## src/rtl/disp_pkg.sv

```systemverilog
// Shared definitions for the value display scanner.
//   seg7_t    : active-low segment vector {g,f,e,d,c,b,a}
//   SEG_BLANK : all segments off
//   HEX_SEG   : hex digit to segment pattern table, indexed by the 4-bit code
//   idx_w()   : index width for a count of n items (never less than 1)
package disp_pkg;

    typedef logic [6:0] seg7_t;

    localparam seg7_t SEG_BLANK = 7'b1111111;

    localparam seg7_t HEX_SEG [16] = '{
        7'b1000000, 7'b1111001, 7'b0100100, 7'b0110000,
        7'b0011001, 7'b0010010, 7'b0000010, 7'b1111000,
        7'b0000000, 7'b0010000, 7'b0001000, 7'b0000011,
        7'b1000110, 7'b0100001, 7'b0000110, 7'b0001110
    };

    function automatic int unsigned idx_w(input int unsigned n);
        return (n <= 1) ? 1 : $clog2(n);
    endfunction

endpackage

```

## src/rtl/value_display_scan_hex_to_seg7.sv

```systemverilog
// Combinational hex to 7-segment decoder (active-low outputs).
//   hex_i : 4-bit code 0..F
//   seg_o : segments {g,f,e,d,c,b,a}, 0 = lit
module hex_to_seg7
    import disp_pkg::*;
(
    input  logic [3:0] hex_i,
    output seg7_t      seg_o
);

    assign seg_o = HEX_SEG[hex_i];

endmodule

```

## src/rtl/value_display_scan.sv

```systemverilog
// Time-multiplexed common-anode 7-segment driver for the value bank.
// Scans one digit per object, blanking at the start of every slot, and blinks the
// pending selection with its decimal point lit.
//   clk, rst_n : system clock, async active-low reset
//   values     : packed 4-bit object values, object i at [4i+3:4i]
//   sel_valid  : a selection is pending
//   sel_idx    : pending object index (>= N never matches)
//   an         : digit enables, active-low
//   seg        : segments {g,f,e,d,c,b,a}, active-low
//   dp         : decimal point, active-low
module value_display_scan
    import disp_pkg::*;
#(
    parameter int unsigned N            = 4,
    parameter int unsigned DIV          = 50000,
    parameter int unsigned GUARD        = 500,
    parameter int unsigned BLINK_FRAMES = 25
) (
    input  logic             clk,
    input  logic             rst_n,
    input  logic [4*N-1:0]   values,
    input  logic             sel_valid,
    input  logic [3:0]       sel_idx,
    output logic [N-1:0]     an,
    output seg7_t            seg,
    output logic             dp
);

    localparam int unsigned IDX_W  = idx_w(N);
    localparam int unsigned CNT_W  = idx_w(DIV);
    localparam int unsigned FCNT_W = idx_w(BLINK_FRAMES);

    logic [CNT_W-1:0]  cnt_q,   cnt_d;
    logic [IDX_W-1:0]  idx_q,   idx_d;
    logic [FCNT_W-1:0] fcnt_q,  fcnt_d;
    logic              ph_q,    ph_d;
    logic [3:0]        digit_q, digit_d;
    logic              hl_q,    hl_d;
    logic [N-1:0]      an_q,    an_d;
    seg7_t             seg_q,   seg_d;
    logic              dp_q,    dp_d;

    seg7_t             dec_seg;
    logic              slot_end;
    logic              frame_end;

    hex_to_seg7 u_dec (
        .hex_i (digit_q),
        .seg_o (dec_seg)
    );

    always_comb begin
        slot_end  = (cnt_q == CNT_W'(DIV - 1));
        frame_end = slot_end && (idx_q == IDX_W'(N - 1));

        cnt_d   = slot_end ? '0 : cnt_q + 1'b1;
        idx_d   = idx_q;
        fcnt_d  = fcnt_q;
        ph_d    = ph_q;
        digit_d = digit_q;
        hl_d    = hl_q;

        if (frame_end) begin
            idx_d = '0;
            if (fcnt_q == FCNT_W'(BLINK_FRAMES - 1)) begin
                fcnt_d = '0;
                ph_d   = ~ph_q;
            end else begin
                fcnt_d = fcnt_q + 1'b1;
            end
        end else if (slot_end) begin
            idx_d = idx_q + 1'b1;
        end

        // Latch the slot's digit once so mid-slot input changes cannot tear the display.
        if (cnt_q == '0) begin
            digit_d = values[{idx_q, 2'b00} +: 4];
            hl_d    = sel_valid && (sel_idx == 4'(idx_q));
        end

        an_d  = '1;
        seg_d = SEG_BLANK;
        dp_d  = 1'b1;
        // Guard window keeps the previous digit's ghost off the newly selected anode.
        if (cnt_q >= CNT_W'(GUARD)) begin
            if (!(hl_q && !ph_q)) begin
                an_d[idx_q] = 1'b0;
            end
            seg_d = dec_seg;
            dp_d  = ~hl_q;
        end
    end

    always_ff @(posedge clk or negedge rst_n) begin
        if (!rst_n) begin
            cnt_q   <= '0;
            idx_q   <= '0;
            fcnt_q  <= '0;
            ph_q    <= 1'b1;
            digit_q <= '0;
            hl_q    <= 1'b0;
            an_q    <= '1;
            seg_q   <= SEG_BLANK;
            dp_q    <= 1'b1;
        end else begin
            cnt_q   <= cnt_d;
            idx_q   <= idx_d;
            fcnt_q  <= fcnt_d;
            ph_q    <= ph_d;
            digit_q <= digit_d;
            hl_q    <= hl_d;
            an_q    <= an_d;
            seg_q   <= seg_d;
            dp_q    <= dp_d;
        end
    end

    assign an  = an_q;
    assign seg = seg_q;
    assign dp  = dp_q;

endmodule

```

## config.mk

```make
export PLATFORM = sky130hd
export DESIGN_NAME = value_display_scan
export DESIGN_NICKNAME = d
export VERILOG_FILES = /design/src/rtl/disp_pkg.sv /design/src/rtl/value_display_scan_hex_to_seg7.sv /design/src/rtl/value_display_scan.sv
export SDC_FILE = /design/constraint.sdc
export NUM_CORES = 1
export LEC_CHECK = 0
export CAP_MARGIN = 20
export CELL_PAD_IN_SITES_DETAIL_PLACEMENT = 0
export CELL_PAD_IN_SITES_GLOBAL_PLACEMENT = 1
export CORE_UTILIZATION = 30
export DETAILED_ROUTE_END_ITERATION = 16
export PLACE_DENSITY_LB_ADDON = 0.1
export SLEW_MARGIN = 20
export SYNTH_ARGS = -nofsm -noshare
export SYNTH_HDL_FRONTEND = slang
export SYNTH_HIERARCHICAL = 1
export SYNTH_SLANG_ARGS = --single-unit
```

## constraint.sdc

```tcl
create_clock -name clk -period 2.1 [get_ports clk]
set_input_delay 0.315 -clock clk [delete_from_list [all_inputs] [get_ports clk]]
set_output_delay 0.315 -clock clk [all_outputs]
set_load 0.01 [all_outputs]
```

Yosys cells after proc, flatten, opt, wreduce, memory -nomap -nowiden
Memory sizes are Yosys's and may differ from the RTL's.
Cells that the tools add are included.
Word-level totals
  memories: 1
  ROM bits: 112
  register bits after elaboration: 41
Operators by class
  bitwise operators: 4
  shift-type cells: 1
  reduce and logical (&&, ||, !) cells: 8
  mux-type cells: 12
  equality and inequality tests: 4
  magnitude comparators: 4
  add/subtract/negate cells: 3
Memories
  (name not given): depth 16, bits a word 7, rd ports 1, clocked after Yosys merged registers in 0, wr ports 0, RTL line value_display_scan_hex_to_seg7.sv:11  | assign seg_o = HEX_SEG[hex_i];
Operator list (number)
  7-bit 2-to-1 mux: 3
  16-bit by 1-bit adder with 16-bit output, second input constant: 1
  16-bit equality test, second input constant: 1
  16-bit by 9-bit greater-or-equal comparator with 1-bit output, second input constant: 1
  16-bit zero test: 1
  16-bit 2-to-1 mux: 1
  16-bit by 5-bit indexed part select with 4-bit output: 1
  4-bit 2-to-1 mux: 2
  5-bit by 1-bit adder with 5-bit output, second input constant: 1
  5-bit equality test, second input constant: 1
  5-bit greater-or-equal comparator, second input constant: 1
  5-bit 2-to-1 mux: 1
  4-bit NOT with 5-bit output: 1
  4-bit by 2-bit equality test with 1-bit output: 1
  1-bit logical AND: 4
  2-bit 2-to-1 mux: 2
  4-bit NOT: 1
  2-bit by 3-bit < comparator with 1-bit output, second input constant: 1
  2-bit by 1-bit adder with 2-bit output, second input constant: 1
  1-bit demux with 2-bit select: 1
  2-bit equality test, second input constant: 1
  2-bit by 1-bit greater-or-equal comparator with 1-bit output, second input constant: 1
  1-bit 2-to-1 mux: 2
  1-bit NOT: 2
  other kinds (3): 3

Logic depth before layout (Yosys ltp)
Gate-level depths: netlist (run 1).
  word-level depth: 7
  depth in mapped cells: 7

Modules after synthesis
Netlist (run 1), hierarchy kept.
Modules (own cells, without submodules)
  value_display_scan: instances 1, area each 2003.2 µm², sequential area each 1042.2 µm², cells each 177
  hex_to_seg7: instances 1, area each 275.3 µm², sequential area each 0.0 µm², cells each 32

Worst setup path before layout (run 1)
No wires, ideal clock.
  path type: reg2reg
  start point: reg idx_q[1]
  end point: reg fcnt_q[1]
  stages on the path, launching flop included: 5
  setup slack: 88 ps
  data required time: 1975 ps
  arrival: 1887 ps
  library setup time: 125 ps
  clock period less this slack: 2012 ps
  cell sequence: dfrtp_1 > ha_1 > or4b_1 > or4_4 > mux2_4
Between the ends
  cells in the longest elaborated chain, start to end: 2
Ends and longest elaborated chain
  from (decl): RTL line value_display_scan.sv:34  | logic [IDX_W-1:0] idx_q, idx_d;
  from (signal assigned): RTL line value_display_scan.sv:107  | idx_q <= idx_d;
  2-bit equality test: RTL line value_display_scan.sv:54  | frame_end = slot_end && (idx_q == IDX_W'(N - 1));
  1-bit logical AND: RTL line value_display_scan.sv:54
  to (signal assigned): RTL line value_display_scan.sv:108  | fcnt_q <= fcnt_d;
  to (decl): RTL line value_display_scan.sv:35  | logic [FCNT_W-1:0] fcnt_q, fcnt_d;
Every way passes these cells.
A chain may end at the register's enable or synchronous reset.

Worst setup path after layout (run 1)
  start point: reg cnt_q[11]
  end point: reg fcnt_q[1]
Between the ends
  cells in the longest elaborated chain, start to end: 2
Ends and longest elaborated chain
  from (decl): RTL line value_display_scan.sv:33  | logic [CNT_W-1:0] cnt_q, cnt_d;
  from (signal assigned): RTL line value_display_scan.sv:106  | cnt_q <= cnt_d;
  16-bit equality test: RTL line value_display_scan.sv:53  | slot_end = (cnt_q == CNT_W'(DIV - 1));
  1-bit logical AND: RTL line value_display_scan.sv:54
Every way passes these cells.

==> results of run 1 <==
[flip-flops by register name (all words and copies together) (netlist names), 2 cells and up]
signal,flops
cnt_q,16
fcnt_q,5
idx_q,2
seg,7
an,4
digit_q,4
[how the worst max path moves through the flow]
stage	depth (start not counted)	slack (ps)	to
after floorplan	4	90	fcnt_q[1]$_DFFE_PN0P_
after global placement	4	130	hl_q$_DFFE_PN0N_
after detailed placement	4	100	digit_q[1]$_DFFE_PN0N_
after CTS	4	90	hl_q$_DFFE_PN0N_
after global routing	4	90	hl_q$_DFFE_PN0N_
final	3	150	fcnt_q[1]$_DFFE_PN0P_
[kinds of logic (layout without fill, tap and decap cells)]
group | Yosys count | after routing | share of synthesized area
adder cells (fa/ha/maj) | 15 | 15 | 0.08237
XOR/XNOR | 17 | 17 | 0.06535
multiplexers | 17 | 17 | 0.1098
AND/OR/NAND/NOR | 84 | 84 | 0.2032
AO/OA/AOI/OAI | 15 | 15 | 0.04393
buffers and inverters | 20 | 65 | 0.03789
flip-flops | 41 | 41 | 0.4574
[what timing repair did]
action,in CTS,in global routing
setup endpoints to repair,0,5
resized for setup,0,2
setup buffers,0,0
[power groups by stage]
| stage | logic (µW) | registers [µW] | clock network [µW] |
|---|---|---|---|
| 2_1_floorplan | 50.9 | 814 | 0 |
| 3_3_place_gp | 109 | 821 | 0 |
| 3_5_place_dp | 108 | 821 | 0 |
| 4_1_cts | 109 | 806 | 698 |
| 5_1_grt | 120 | 808 | 736 |
| 6_report | 107 | 806 | 663 |
[metrics by stage]
stage / std cells / util / hold WS (ps)
floorplan: 209 / - / 19.41
global placement: 345 / 0.3826 / 428.5
detailed placement: 345 / 0.3826 / 423.2
CTS: 353 / 0.3991 / 95.64
global route: 353 / 0.4001 / 131.8
finish: 353 / 0.4001 / 84.22
[placed cells by master, fill, tap and decap left out, types with 2 or more instances in the layout]
master	netlist	final
sky130_fd_sc_hd__xor2_1	7	7
sky130_fd_sc_hd__nand4_1	7	7
sky130_fd_sc_hd__or4_4	2	2
sky130_fd_sc_hd__o21ai_0	6	6
sky130_fd_sc_hd__xnor2_1	10	10
sky130_fd_sc_hd__nor3_1	4	4
sky130_fd_sc_hd__nor2_1	22	22
sky130_fd_sc_hd__buf_4	0	14
sky130_fd_sc_hd__a22o_1	2	2
sky130_fd_sc_hd__mux2_2	7	7
sky130_fd_sc_hd__dfstp_2	13	13
sky130_fd_sc_hd__clkdlybuf4s50_1	0	33
sky130_fd_sc_hd__nand2_1	8	8
sky130_fd_sc_hd__inv_1	9	9
sky130_fd_sc_hd__nand2b_1	9	9
sky130_fd_sc_hd__mux2i_1	4	4
sky130_fd_sc_hd__and4_1	2	2
sky130_fd_sc_hd__dfrtp_1	28	28
sky130_fd_sc_hd__ha_1	15	15
sky130_fd_sc_hd__nor4_1	3	2
sky130_fd_sc_hd__mux4_2	4	4
sky130_fd_sc_hd__o31ai_1	3	3
sky130_fd_sc_hd__nand3_1	16	16
sky130_fd_sc_hd__nor2b_1	2	2
sky130_fd_sc_hd__clkbuf_8	0	6
[worst max-delay path, stage by stage, from the launching register on]
cell	delay, ps
sky130_fd_sc_hd__dfrtp_1	380
sky130_fd_sc_hd__or4_4	560
sky130_fd_sc_hd__or4_4	590
sky130_fd_sc_hd__mux2_4	310
[per-layer routing]
layer  vias to the layer above  share of wire  routed length [µm]  track usage
met5                         -              0                   0            0
met1                       795           0.49                2314       0.1713
met3                         5          0.046                 219      0.03324
met4                         0          0.011                  54      0.03896
met2                        35           0.45                2146       0.2241
li1                        818              -                   -            -
[layout make-up]
class | count | area (µm²)
well taps | 99 | 123.9
flip-flops and latches | 41 | 1042
inverters | 9 | 33.78
multi-input cells | 148 | 1157
fillers | 743 | 4374
clock buffers | 6 | 82.58
repair buffers | 48 | 440.4
clock inverters | 2 | 37.54
==> results_dict.tcl, run 1 <==
set metrics [dict create \
    gate_count_of_the_mapped_netlist 209 \
    worstMarginPinSlew_ps 517.4 \
    drt_first_pass_iters 4 \
    maxSlewViolCount 0 \
    synth_edf_count 0 \
    cap_viol_max_count 0 \
    buffer_ports.inserted 34 \
    dieArea_um2 7948 \
    ir_worst_vdd_v 0.0002057 \
    post_route_cell_area_um2 2918 \
    ff2ff_setup_slack_ps 150 \
    cts-root-to-sink-buffers 2 \
    grt_first_pass_wirelength_um 8017 \
    comb_power_share 0.068 \
    cts_tree "done" \
    route.vias.total 1653 \
    post_route_cells_drive_above_1_share 0.2126 \
    critPathLaunch "cnt_q[11]$_DFF_PN0_" \
    wl_final_um 4735 \
    worst_clock_skew_ps 6.391 \
    clkLatencyLatePin_ps 290 \
    drt-vias-per-instance 4.683 \
    ys_seq_elements 41 \
    core.rowCount 31 \
    num-nets-final 291 \
    p_leak_uw 0.001227 \
    wp_data_required_ps 2280 \
    dominantRegCellSynth "sky130_fd_sc_hd__dfrtp_1" \
    detailed_place.area_um2 2790 \
    cts_buffers 5 \
    critPathKind "reg2reg" \
    internal_power_uw 1249 \
    synth.lib_cells_used.distinct 39 \
    diodes 0 \
    synthMostInstantiatedCell "sky130_fd_sc_hd__dfrtp_1" \
    cp-end-kind "flop" \
    cts-htree-levels 2 \
    path_depth_of_the_worst_reg2reg_path 3 \
    cts.reportedPaths.clkPinSlew_ps 80 \
    top_level_ports 35 \
    mappedNetlistNets 247 \
    worst-path-max-fanout 4 \
    hold_viol 0 \
    arrival_time_at_the_worst_endpoint_ps 2120 \
    critical_r2r_capture "fcnt_q[1]$_DFFE_PN0P_" \
    power.switching_fraction 0.2076 \
    setup_viol_count_final 0 \
    layout-area-overhead-vs-synth_pct 28.06 \
    yosys-top-cells-count "28 x sky130_fd_sc_hd__dfrtp_1, 22 x sky130_fd_sc_hd__nor2_1, 16 x sky130_fd_sc_hd__nand3_1" \
    first_global_vias 1704 \
    layout_min_cycle_time_ps 1947 \
    startpoint_type "flop" \
    total_track_usage 0.1338 \
    detail_route.iter0.violations 51 \
    syn-cell-area_um2 2278 \
    switchingPower_uw 327.2 \
    antenna_violations_before_repair 0 \
    final_min_period_over_clock_period 0.9271 \
    pwr_density_cell_nw_per_um2 540.1 \
    worst_hold_path_type "in2async" \
    fmax_mhz 513.7 \
    place_congestion 0.7462 \
    r2r_start "cnt_q[11]$_DFF_PN0_" \
    synth.yosys.seq_area_share 0.4574 \
    power.total_uw 1576 \
    fin_tns_setup_ps 0 \
    detail_route.drc_violations 0 \
    cts_root_buffer "sky130_fd_sc_hd__clkbuf_8" \
    netlist_top_cells_area "sky130_fd_sc_hd__dfrtp_1 31%, sky130_fd_sc_hd__dfstp_2 15%, sky130_fd_sc_hd__ha_1 8.2%, sky130_fd_sc_hd__mux4_2 4.0%, sky130_fd_sc_hd__xnor2_1 3.8%" \
    initial_core_util 0.3125 \
    hpwl_um 3519 \
    antenna_left 0 \
    post_synth.cell_area_avg_um2 10.90 \
    post-synth-top-area-fraction 0.3075 \
    post_drt_wl_per_cell_um 13.41 \
    finalWorstSetupSlack_ps 153.2 \
    place_ws_ps 96.20 \
    fp.dieH_um 89.15 \
    synth_top_area_cell "sky130_fd_sc_hd__dfrtp_1" \
    maxSlewHeadroom 0.6551 \
    power_frac_seq 0.512 \
    run_status "completed" \
    synth_warnings 6 \
    clock_sinks 41 \
    gr-total-overflow 0 \
    unrepaired_setup_endpoints_after_global_routing "false" \
    grt_start_max_net_pins 42 \
    fp.dieW_um 89.15 \
    core_area_um2 7292 \
    clock_power_share 0.421 \
    cts-hold-fix-buffers 0 \
    synthArstFlopShare 1.000 \
]
Note: power is estimated with default switching activity, not from simulation.
==> run 2: changes to the inputs <==
- RECOVER_POWER: default -> 100
==> run 2 against run 1 <==
First-iteration DRC count up 7.8%. Count of clock-buffer cells in the layout unchanged. Die area unchanged. Routed wire length is 0.38% lower. Setup slack worse by 6.6 ps. Sequential share of layout area rose by 0.29 points. Sequential power about the same. Worst hold slack better by 190 ps. Highest routed layer unchanged.
==> results_dict.tcl, run 2 (synthesis gave the netlist of run 1 again) <==
set metrics [dict create \
    worstMarginPinSlew_ps 1016 \
    setup_viol_count_final 0 \
    final_min_period_over_clock_period 0.9302 \
    dieArea_um2 7948 \
    route.vias.total 1654 \
    maxSlewViolCount 0 \
    critical_path.cell_chain "or4_4 -> or4_4 -> mux2_1" \
    drt_first_pass_iters 4 \
    r2r_start "cnt_q[11]$_DFF_PN0_" \
    place_ws_ps 96.20 \
    fmax_mhz 511.9 \
    hpwl_um 3519 \
    grt_start_max_net_pins 42 \
    antenna_left 0 \
    diodes 0 \
    timing.critical_path.slowest_stage_cell "sky130_fd_sc_hd__or4_4" \
    worst_hold_path_type "in2async" \
    finalWorstSetupSlack_ps 146.6 \
    ir_worst_vdd_v 0.0002057 \
    p_leak_uw 0.001170 \
    crit_top_cell "sky130_fd_sc_hd__or4_4" \
    worst_clock_skew_ps 7.981 \
    arrival_time_at_the_worst_endpoint_ps 2130 \
    ff2ff_setup_slack_ps 150 \
    power.switching_fraction 0.2061 \
    startpoint_type "flop" \
    fp.dieH_um 89.15 \
    registers.top_by_ff_count "cnt_q" \
    power_frac_seq 0.513 \
    total_track_usage 0.1338 \
    wp_data_required_ps 2270 \
    layout-area-overhead-vs-synth_pct 27.02 \
    wl_final_um 4717 \
    largest_reg_flops 16 \
    post-place-cells 345 \
    detail_route.drc_violations 0 \
    layout.cells.most_common "sky130_fd_sc_hd__dfrtp_1" \
    most_frequent_cells_in_the_layout "28 x sky130_fd_sc_hd__dfrtp_1, 22 x sky130_fd_sc_hd__nor2_1, 21 x sky130_fd_sc_hd__clkdlybuf4s50_1" \
    cts_root_buffer "sky130_fd_sc_hd__clkbuf_8" \
    switchingPower_uw 323.9 \
    path_depth_of_the_worst_reg2reg_path 3 \
    num-nets-final 291 \
    comb_power_share 0.067 \
    cts-hold-fix-buffers 0 \
    detail_route.iter0.violations 55 \
    pwr_density_cell_nw_per_um2 543.2 \
    grt_first_pass_wirelength_um 8017 \
    post_drt_wl_per_cell_um 13.36 \
    critical_r2r_capture "fcnt_q[1]$_DFFE_PN0P_" \
    cap_viol_max_count 0 \
    cp-end-kind "flop" \
    fin_tns_setup_ps 0 \
    antenna_violations_before_repair 0 \
    cts-htree-levels 2 \
    cts_buffers 5 \
    cts_tree "done" \
    cts-root-to-sink-buffers 2 \
    core.rowCount 31 \
    post_route_cells_drive_above_1_share 0.1929 \
    postCtsResizedCells 0 \
    layout_min_cycle_time_ps 1953 \
    internal_power_uw 1248 \
    power.total_uw 1572 \
    cts_post_setup_buffers_inserted 0 \
    initial_core_util 0.3125 \
    clkLatencyLatePin_ps 290 \
    critPathKind "reg2reg" \
    first_global_vias 1704 \
    finalNonFillerCells 353 \
    critical-path-max-stage-delay_ps 580 \
    buffer_ports.inserted 34 \
    core_area_um2 7292 \
    clock_power_share 0.420 \
    top_level_ports 35 \
    place_congestion 0.7462 \
    gr-total-overflow 0 \
    fp.dieW_um 89.15 \
    maxSlewHeadroom 0.3225 \
    unrepaired_setup_endpoints_after_global_routing "false" \
    cts.reportedPaths.clkPinSlew_ps 80 \
    hold_viol 0 \
    drt-vias-per-instance 4.686 \
    worst-path-max-fanout 4 \
    run_status "completed" \
    clock_sinks 41 \
]
==> run 2: worst max path at each step <==
stage	startpoint	endpoint	slack, ps	cells after the start
floorplan	idx_q[1]$_DFFE_PN0P_	fcnt_q[1]$_DFFE_PN0P_	90	4
global placement	cnt_q[11]$_DFF_PN0_	hl_q$_DFFE_PN0N_	130	4
detailed placement	cnt_q[11]$_DFF_PN0_	digit_q[1]$_DFFE_PN0N_	100	4
CTS	cnt_q[11]$_DFF_PN0_	hl_q$_DFFE_PN0N_	90	4
global route	cnt_q[11]$_DFF_PN0_	cnt_q[3]$_DFF_PN0_	80	5
finish	cnt_q[11]$_DFF_PN0_	fcnt_q[1]$_DFFE_PN0P_	150	3
==> run 2: metal layers <==
layer,routed length (µm),up-vias,global-route usage
met5,0,-,0
met4,53,0,0.03896
met3,217,5,0.03324
met2,2148,33,0.2241
met1,2296,796,0.1713
li1,-,820,-
==> run 2: worst max-delay path, delay by kind of cell, from the launching register on <==
kind / cells / cell delay [ps]
AND/OR/NAND/NOR: 2 / 1140
multiplexers: 1 / 330
flip-flops: 1 / 380
==> run 2: area by class of cell <==
| type | count | area, µm² |
|---|---|---|
| Timing Repair Buffer | 48 | 420.4 |
| Tap cell | 99 | 123.9 |
| Multi-Input combinational cell | 148 | 1154 |
| Fill cell | 746 | 4398 |
| Clock inverter | 2 | 37.54 |
| Sequential cell | 41 | 1042 |
| Clock buffer | 6 | 82.58 |
| Inverter | 9 | 33.78 |
==> run 2: metrics by stage <==
stage / area, µm² / utilization / hold WS, ps
2_1_floorplan: 2278 / - / 19.41
3_3_place_gp: 2790 / 0.3826 / 428.5
3_5_place_dp: 2790 / 0.3826 / 423.2
4_1_cts: 2910 / 0.3991 / 95.64
5_1_grt: 2894 / 0.3969 / 377.4
6_report: 2894 / 0.3969 / 275.5
==> run 2: power by group through the flow <==
stage | registers (µW) | clock network, µW | logic, µW
2_1_floorplan | 814 | 0 | 50.9
3_3_place_gp | 821 | 0 | 109
3_5_place_dp | 821 | 0 | 108
4_1_cts | 806 | 698 | 109
5_1_grt | 808 | 736 | 119
6_report | 806 | 660 | 106
